<file path="config.mk">
export PLATFORM = sky130hd
export DESIGN_NAME = soc2_ram_stream_reader
export DESIGN_NICKNAME = d
export VERILOG_FILES = /design/src/rtl/soc2_pkg.sv /design/src/rtl/soc2_sync_fifo.sv /design/src/rtl/soc2_ram_stream_reader.sv
export SDC_FILE = /design/constraint.sdc
export NUM_CORES = 1
export LEC_CHECK = 0
export BUFFER_PORTS_ARGS = -buffer_cell sky130_fd_sc_hd__buf_2
export CAP_MARGIN = 15
export CORE_MARGIN = 2
export CORE_UTILIZATION = 50
export DETAILED_ROUTE_END_ITERATION = 12
export GPL_TIMING_DRIVEN = 0
export HOLD_SLACK_MARGIN = 0.02
export PLACE_DENSITY = 0.73
export SLEW_MARGIN = 20
export SYNTH_ARGS = -nofsm -noshare
export SYNTH_HDL_FRONTEND = slang
export SYNTH_SLANG_ARGS = --single-unit
</file>
<file path="constraint.sdc">
create_clock -name clk -period 4.1 [get_ports clk]
set_clock_uncertainty 0.2 [all_clocks]
set_input_delay 0 -clock clk [delete_from_list [all_inputs] [get_ports clk]]
set_output_delay 0 -clock clk [all_outputs]
set_load 0.05 [all_outputs]
</file>
<file path="src/rtl/soc2_pkg.sv">
// soc2_pkg: shared FSM state type and on-chip RAM geometry for SoC2 blocks
package soc2_pkg;
    localparam int RAM_ADDR_W = 13;
    localparam int RAM_WORDS = 5120;
    typedef enum logic [1:0] {IDLE, READ, DRAIN, DONE} state_t;
endpackage

</file>
<file path="src/rtl/soc2_sync_fifo.sv">
// soc2_sync_fifo: DATA_W x DEPTH synchronous FIFO, head word read straight from storage registers
module soc2_sync_fifo #(
    parameter int DATA_W = 32,
    parameter int DEPTH = 4
) (
    input  logic                     clk,
    input  logic                     reset_n,
    input  logic                     push,
    input  logic                     pop,
    input  logic [DATA_W-1:0]        wdata,
    output logic [DATA_W-1:0]        rdata,
    output logic [$clog2(DEPTH):0]   count,
    output logic                     empty
);
    localparam int AW = $clog2(DEPTH);
    logic [DATA_W-1:0] mem [DEPTH];
    logic [AW-1:0] wptr, rptr;
    always_ff @(posedge clk or negedge reset_n)
        if (!reset_n) begin
            for (int i = 0; i < DEPTH; i++) mem[i] <= '0;
            wptr <= '0;
            rptr <= '0;
            count <= '0;
        end else begin
            if (push) begin
                mem[wptr] <= wdata;
                wptr <= wptr + 1'b1;
            end
            if (pop) rptr <= rptr + 1'b1;
            count <= count + (AW+1)'(push) - (AW+1)'(pop);
        end
    assign rdata = mem[rptr];
    assign empty = count == '0;
endmodule

</file>
<file path="src/rtl/soc2_ram_stream_reader.sv">
// soc2_ram_stream_reader: burst reader from the SoC2 on-chip RAM into an Avalon-ST packet,
// issuing reads against FIFO credit so the one-cycle RAM latency never overflows the FIFO
module soc2_ram_stream_reader
    import soc2_pkg::*;
#(
    parameter int ADDR_W = RAM_ADDR_W,
    parameter int DATA_W = 32,
    parameter int NUM_WORDS = RAM_WORDS,
    parameter int FIFO_DEPTH = 4
) (
    input  logic              clk,
    input  logic              reset_n,
    input  logic              start,
    input  logic [ADDR_W-1:0] base_addr,
    input  logic [ADDR_W:0]   length,
    output logic              busy,
    output logic              done,
    output logic [ADDR_W-1:0] ram_address,
    output logic              ram_chipselect,
    output logic              ram_write,
    output logic [3:0]        ram_byteenable,
    output logic              ram_clken,
    input  logic [DATA_W-1:0] ram_readdata,
    output logic [DATA_W-1:0] st_data,
    output logic              st_valid,
    input  logic              st_ready,
    output logic              st_startofpacket,
    output logic              st_endofpacket
);
    localparam int CW = $clog2(FIFO_DEPTH) + 1;
    state_t state, state_nxt;
    logic [ADDR_W-1:0] rd_addr, rd_addr_nxt, addr_nxt;
    logic [ADDR_W:0] rd_left, rd_left_nxt, len_q, beat;
    logic [CW-1:0] count, cnt_nxt;
    logic infl, cs_nxt, pop, empty, credit;

    function automatic logic [ADDR_W-1:0] inc(input logic [ADDR_W-1:0] a);
        return (a == ADDR_W'(NUM_WORDS - 1)) ? '0 : a + 1'b1;
    endfunction

    // issue for the next cycle is decided on next cycle's occupancy plus this cycle's read
    always_comb begin
        pop = !empty && st_ready;
        cnt_nxt = count + CW'(infl) - CW'(pop);
        credit = ({1'b0, cnt_nxt} + {{CW{1'b0}}, ram_chipselect}) < (CW+1)'(FIFO_DEPTH);
        state_nxt = state;
        rd_addr_nxt = rd_addr;
        rd_left_nxt = rd_left;
        addr_nxt = ram_address;
        cs_nxt = 1'b0;
        case (state)
            IDLE:
                if (start && length != '0) begin
                    state_nxt = READ;
                    cs_nxt = 1'b1;
                    addr_nxt = base_addr;
                    rd_addr_nxt = inc(base_addr);
                    rd_left_nxt = length - 1'b1;
                end else if (start) state_nxt = DONE;
            READ:
                if (rd_left == '0) state_nxt = DRAIN;
                else if (credit) begin
                    cs_nxt = 1'b1;
                    addr_nxt = rd_addr;
                    rd_addr_nxt = inc(rd_addr);
                    rd_left_nxt = rd_left - 1'b1;
                end
            DRAIN: state_nxt = (cnt_nxt == '0 && !ram_chipselect) ? DONE : DRAIN;
            default: state_nxt = IDLE;
        endcase
    end

    always_ff @(posedge clk or negedge reset_n)
        if (!reset_n) begin
            state <= IDLE;
            rd_addr <= '0;
            rd_left <= '0;
            ram_address <= '0;
            ram_chipselect <= 1'b0;
            infl <= 1'b0;
            busy <= 1'b0;
            done <= 1'b0;
            len_q <= '0;
            beat <= '0;
        end else begin
            state <= state_nxt;
            rd_addr <= rd_addr_nxt;
            rd_left <= rd_left_nxt;
            ram_address <= addr_nxt;
            ram_chipselect <= cs_nxt;
            infl <= ram_chipselect;
            busy <= state_nxt == READ || state_nxt == DRAIN;
            done <= state_nxt == DONE;
            if (state == IDLE && start) begin
                len_q <= length;
                beat <= '0;
            end else if (pop) beat <= beat + 1'b1;
        end

    soc2_sync_fifo #(.DATA_W(DATA_W), .DEPTH(FIFO_DEPTH)) u_fifo (
        .clk(clk),
        .reset_n(reset_n),
        .push(infl),
        .pop(pop),
        .wdata(ram_readdata),
        .rdata(st_data),
        .count(count),
        .empty(empty)
    );

    assign st_valid = !empty;
    assign st_startofpacket = !empty && beat == '0;
    assign st_endofpacket = !empty && beat == len_q - 1'b1;
    assign ram_write = 1'b0;
    assign ram_byteenable = 4'hF;
    assign ram_clken = 1'b1;
endmodule

</file>
# [After elaboration in Yosys (flattened, before gate mapping)]
# Cells that the tools add are included.
[classes] magnitude_cmp=4 n_addsub=11 n_eq_ne=11 bitwise=2 reduce_logical=19 muxes=31
[op_table] cell="128-bit bitwise mux" count=1
[op_table] cell="13-bit two-way mux" count=8
[op_table] cell="32-bit two-way mux" count=3
[op_table] cell="14-bit two-way mux" count=5
[op_table] cell="32-bit binary-select mux with 2-bit select" count=1
[op_table] cell="32-bit demux with 2-bit select" count=1
[op_table] cell="13-bit case mux with 2 select lines" count=2
[op_table] cell="14-bit by 1-bit subtractor with 14-bit output (second input constant)" count=3
[op_table] cell="14-bit zero test" count=2
[op_table] cell="14-bit case mux with 2 select lines" count=1
[op_table] cell="13-bit by 1-bit adder with 13-bit output (second input constant)" count=2
[op_table] cell="13-bit == test (second input constant)" count=2
[op_table] cell="14-bit by 1-bit adder with 14-bit output (second input constant)" count=1
[op_table] cell="14-bit == test" count=1
[op_table] cell="14-bit nonzero test" count=1
[op_table] cell="1-bit logical AND" count=7
[op_table] cell="2-bit == test (second input constant)" count=3
[op_table] cell="3-bit greater-or-equal comparator (second input constant)" count=2
[op_table] cell="3-bit zero test" count=2
[op_table] cell="2-bit two-way mux" count=3
[op_table] cell="2-bit inequality test (second input constant)" count=3
[op_table] cell="2-bit NOT with 3-bit output" count=2
[op_table] cell="2-bit case mux with 3 select lines" count=1
[op_table] cell="2-bit by 1-bit adder with 2-bit output (second input constant)" count=2
[op_table] cell="13 further kinds" count=19
[word_totals] inputBits=63 register_bits=209

# [Logic depth before layout (Yosys ltp)]
[depth] word_depth=10 ltp_mapped=17 ltp_nobuf=13

# [By module]
# A second synthesis with hierarchy kept.
[hier_totals] cells_unflattened=892 hier_area_um2=10867.9
[by_module_without_submodules] mod="soc2_sync_fifo" area_each_um2=6012.0 n_inst=1 cells_per_inst=342
[by_module_without_submodules] mod="soc2_ram_stream_reader" area_each_um2=4855.9 n_inst=1 cells_per_inst=550

# [Least setup slack after synthesis]
# No wires, ideal clock.
[synth_path] kind="reg-to-output" startpoint="reg len_q[0]" endpoint="out st_endofpacket" path_buffers=0 path_stages_with_launch=9 arrival_ps=3986 required_time_ps=3900 path_slack_ps=-86 path_cell_list="dfrtp_1 > inv_1 > ha_1 > nor4b_1 > nor2b_1 > mux2i_1 > o21ai_0 > nand4_1 > a2111oi_0"
[synth_via] elab_chain_len=3
[synth_lines] element="start: declaration" line_no="soc2_ram_stream_reader.sv:33" source="logic [ADDR_W:0] rd_left, rd_left_nxt, len_q, beat;"
[synth_lines] element="start signal: assignment" line_no="soc2_ram_stream_reader.sv:95" source="len_q <= length;"
[synth_lines] element="14-bit by 1-bit subtractor with 14-bit output" line_no="soc2_ram_stream_reader.sv:113" source="assign st_endofpacket = !empty && beat == len_q - 1'b1;"
[synth_lines] element="14-bit == test" line_no="soc2_ram_stream_reader.sv:113"
[synth_lines] element="1-bit logical AND" line_no="soc2_ram_stream_reader.sv:113"
[synth_lines] element="end: declaration" line_no="soc2_ram_stream_reader.sv:28" source="output logic st_endofpacket"
# Every way passes these cells.

# [Worst setup path in the final report]
[layout_path] startpoint="reg state[0]" endpoint="reg rd_left[12]"
[layout_via] elab_chain_len=3 elab_cells_between_ends=8
[layout_lines] element="start: declaration" line_no="soc2_ram_stream_reader.sv:31" source="state_t state, state_nxt;"
[layout_lines] element="start signal: assignment" line_no="soc2_ram_stream_reader.sv:86" source="state <= state_nxt;"
[layout_lines] element="2-bit by 1-bit == test with 1-bit output / 2-bit zero test (equally long branches)" line_no="soc2_ram_stream_reader.sv:51" source="case (state)"
[layout_lines] element="2-bit inequality test (no line) / 2-bit nonzero test (equally long branches)"
[layout_lines] element="4-bit AND reduction (no line)"
[layout_lines] element="end signal: assignment" line_no="soc2_ram_stream_reader.sv:88" source="rd_left <= rd_left_nxt;"
[layout_lines] element="end: declaration" line_no="soc2_ram_stream_reader.sv:33"
# Parallel ways exist; a longest one is shown, timed or not.
# A chain may end at the register's enable or synchronous reset.

==> summary.txt <==
CTS
  • Post-CTS Setup Inserts: 0
  • CTS sink count: 209
  • CTS buffer count: 24
  • CTS root buf: clkbuf_16
  • Clock buffer depth: 3
  • Clock Latency Late Sink: 500 ps
  • Worst-path clk slew: 60 ps
  • CTS H-tree depth: 1
  • TritonCTS clock tree: built

Synth
  • Share of the synthesized area in the top cell type: 48.9%
  • Area leader, netlist: dfrtp_1
  • Mapped Area: 10700 µm²
  • Largest cells by area after synthesis: dfrtp_1, mux2_2, mux4_2
  • Synth Instances: 897
  • Commonest cells post-synth: dfrtp_1, mux2_2, nor2_1
  • YS warnings: 0
  • Dominant synthesized flop cell: dfrtp_1
  • Post-synth EDFFs: 0
  • Syn_area_per_cell: 11.9 µm²
  • Library cells used by synthesis: 77
  • Async SR Flop Fraction: 100%
  • Register area share after synthesis: 48.9%
  • Synth Register Bits: 209
  • Count leader, synth: dfrtp_1

Power
  • Switching pwr: 5.22 mW
  • Internal: 6.98 mW
  • Sw frac: 42.8%
  • Sequential share of power: 30.7%
  • Comb pwr share: 51.5%
  • LEAKAGE: 5.64 nW
  • VDD IR max: 0.492 mV
  • Clk pwr share: 17.9%
  • Pwr Density: 926 nW/µm²

Drt
  • DR iter-0 viols: 399
  • Top sig layer: met4
  • Routed Antenna Nets: 0
  • Number of vias in the routed layout: 8023
  • DRT Wirelength: 25100 µm
  • Routed length on met2: 12400 µm
  • WL/cell: 17.9 µm
  • Wire length on met1: 10700 µm
  • Number of vias per cell: 5.72
  • Drt pass-1 iters: 5
  • Met3 Wirelength: 1490 µm
  • Drt drc: 0

Worst setup path
  • Slowest CP cell: buf_1
  • Worst setup path category: register to register
  • Critical path required time: 4280 ps
  • Crit Reg-Reg Startpoint: state[0]
  • Reg2Reg Setup Slack: 190 ps
  • Worst setup SP type: register
  • Worst path arrival time: 4100 ps
  • Critical-path cell list: nor2b_1, buf_2, buf_2, buf_1, clkbuf_2, mux2i_1, ha_1, nand4_2, or3_1, a21bo_2, o211ai_1
  • Reg-to-reg critical path endpoint: rd_left[12]
  • Largest stage delay on the critical path: 500 ps
  • CP dominant cell by count: buf_2
  • Setup crit end kind: register
  • Worst-path maximum fanout: 10
  • Worst R2R Path Depth: 11

STA
  • # setup viols final: 0
  • Slew @ Worst Pin: 914 ps
  • Min Clock Period, post-route: 3910 ps
  • Tcrit/Tclk final: 95.5%
  • Setup tns final: 0 ps
  • Hold violation count in the final report: 0
  • Fmax: 255 MHz
  • Slew margin rel.: 39.0%
  • Max-slew violations: 0
  • RSZ-0062 raised after global routing: no

GRT
  • Initial antenna violation count: 0
  • First-pass GRT wire length: 40700 µm
  • GRT Total Usage: 22.4%
  • Overflow after GRT: 0
  • Vias in the first global route: 8179
  • Largest net degree at the start of global routing: 97

Worst hold path
  • Hold Path Class: primary input to register
  • Hold depth: 3
  • Hold Path Origin: ram_readdata[28]
  • Hold Path End: u_fifo.mem[60]

Die
  • Row Count: 53
  • Die Area: 22600 µm²
  • Die Y: 150 µm
  • Initial Utilization: 50.9%
  • Ports: 120
  • Die W: 150 µm
  • Core Box Area: 21000 µm²

Layout
  • Multi-input gate area: 5090 µm²
  • Final Util: 62.7%
  • Area growth from synthesis to layout: 23.2%
  • Nets: 1186
  • Seq. cell area: 5230 µm²
  • Layout cells sized above 1: 31.9%
  • Fill cells: 1606
  • N_diodes: 0

Placed design
  • Gpl congestion: 0.930
  • Port Buf Inserts: 112
  • DPL Wire Length: 16800 µm

Outcome
  • Status: complete, no violations

Job
  • Max-cap violations: 0
==> layer usage <==
layer | vias up | track usage, %
met4 | 0 | 5.38
li1 | 3700 | -
met3 | 47 | 3.24
met2 | 266 | 38.7
met5 | - | 0
met1 | 4010 | 29.9
==> flip-flops by register name, summed over array words and instances, names as in the netlist, 2 cells and up <==
name	flops
len_q	14
rd_addr	13
beat	14
u_fifo.wptr	2
state	2
rd_left	14
u_fifo.mem	128
u_fifo.count	3
ram_address	13
u_fifo.rptr	2
==> power groups by stage <==
stage               registers (mW)  clock network [mW]  logic (mW)
floorplan                     3.79                   0        4.70
global placement              3.70                   0        6.09
detailed placement            3.75                   0        6.22
CTS                           3.72                2.22        6.31
global route                  3.86                2.31        6.73
finish                        3.74                2.18        6.28
==> stage by stage <==
stage	instances	setup WS, ps	hold WS, ps	instance area [µm²]	total power, mW
5_1_grt	1402	22.2	97.2	13200	12.9
3_3_place_gp	1288	-732	80.2	11600	9.79
6_report	1402	186	97.8	13200	12.2
3_5_place_dp	1290	99.5	-312	11700	9.97
4_1_cts	1402	85.2	89.0	13200	12.3
2_1_floorplan	901	576	-496	10700	8.49
==> critical path, delay by kind of cell, from the launching register on <==
family	cells	cell delay, ps
flip-flops	1	460
multiplexers	1	240
buffers and inverters	4	1400
adder cells (fa/ha/maj)	1	290
AO/OA/AOI/OAI	2	270
AND/OR/NAND/NOR	3	920
==> placed cells by master (no fill, tap or decap), drive strengths merged, types with 4 or more instances in the layout <==
| cell type | instances |
|---|---|
| mux2 | 140 |
| mux4 | 32 |
| o22ai | 4 |
| nor4b | 6 |
| nor3 | 13 |
| a31oi | 17 |
| mux2i | 9 |
| nor4 | 6 |
| dfrtp | 209 |
| and3 | 9 |
| inv | 22 |
| xor2 | 29 |
| a21oi | 23 |
| o21a | 4 |
| clkinv | 5 |
| nand4 | 15 |
| dlygate4sd3 | 67 |
| o32ai | 6 |
| nand2 | 66 |
| xnor2 | 19 |
| a22o | 7 |
| or3 | 5 |
| nor3b | 4 |
| conb | 6 |
| o21ai | 31 |
| clkbuf | 62 |
| o211ai | 5 |
| nand3 | 21 |
| buf | 148 |
| ha | 13 |
| nor2 | 69 |
==> worst max-delay path by stage <==
stage          slack, ps  cells past startpoint        endpoint      from
3_3_place_gp        -730                      1  ram_address[5]   reset_n
5_1_grt               20                     11     rd_left[12]  state[0]
4_1_cts               90                     11     rd_left[12]  state[0]
6_report             190                     11     rd_left[12]  state[0]
2_1_floorplan        580                      6  st_endofpacket  len_q[2]
3_5_place_dp         100                     11     rd_left[12]  state[0]
==> kinds of logic (layout without fill, tap and decap cells) <==
group / Yosys count / count (layout) / synth area share (%)
adder cells (fa/ha/maj): 14 / 14 / 1.71
multiplexers: 181 / 181 / 22.6
AO/OA/AOI/OAI: 128 / 128 / 8.13
AND/OR/NAND/NOR: 233 / 233 / 10.8
buffers and inverters: 81 / 307 / 3.60
XOR/XNOR: 49 / 49 / 4.14
other: 2 / 6 / 0.0703
flip-flops: 209 / 209 / 48.9
==> final cells by class <==
| class | count | area share (%) |
|---|---|---|
| plain buffers | 59 | 2.30 |
| clock buffers | 36 | 5.21 |
| clock inverters | 8 | 0.902 |
| inverters | 22 | 0.646 |
| multi-input cells | 611 | 38.6 |
| flip-flops and latches | 209 | 39.7 |
| well taps | 275 | 2.61 |
| repair buffers | 182 | 9.99 |
==> what timing repair did <==
action | 4_1_cts | 5_1_grt
gates resized for setup | 0 | 4
setup endpoints to repair | 0 | 12
hold buffers | 68 | 0
endpoints found under the hold margin | 397 | 0
No activity file was read; power rests on OpenSTA's default activity.
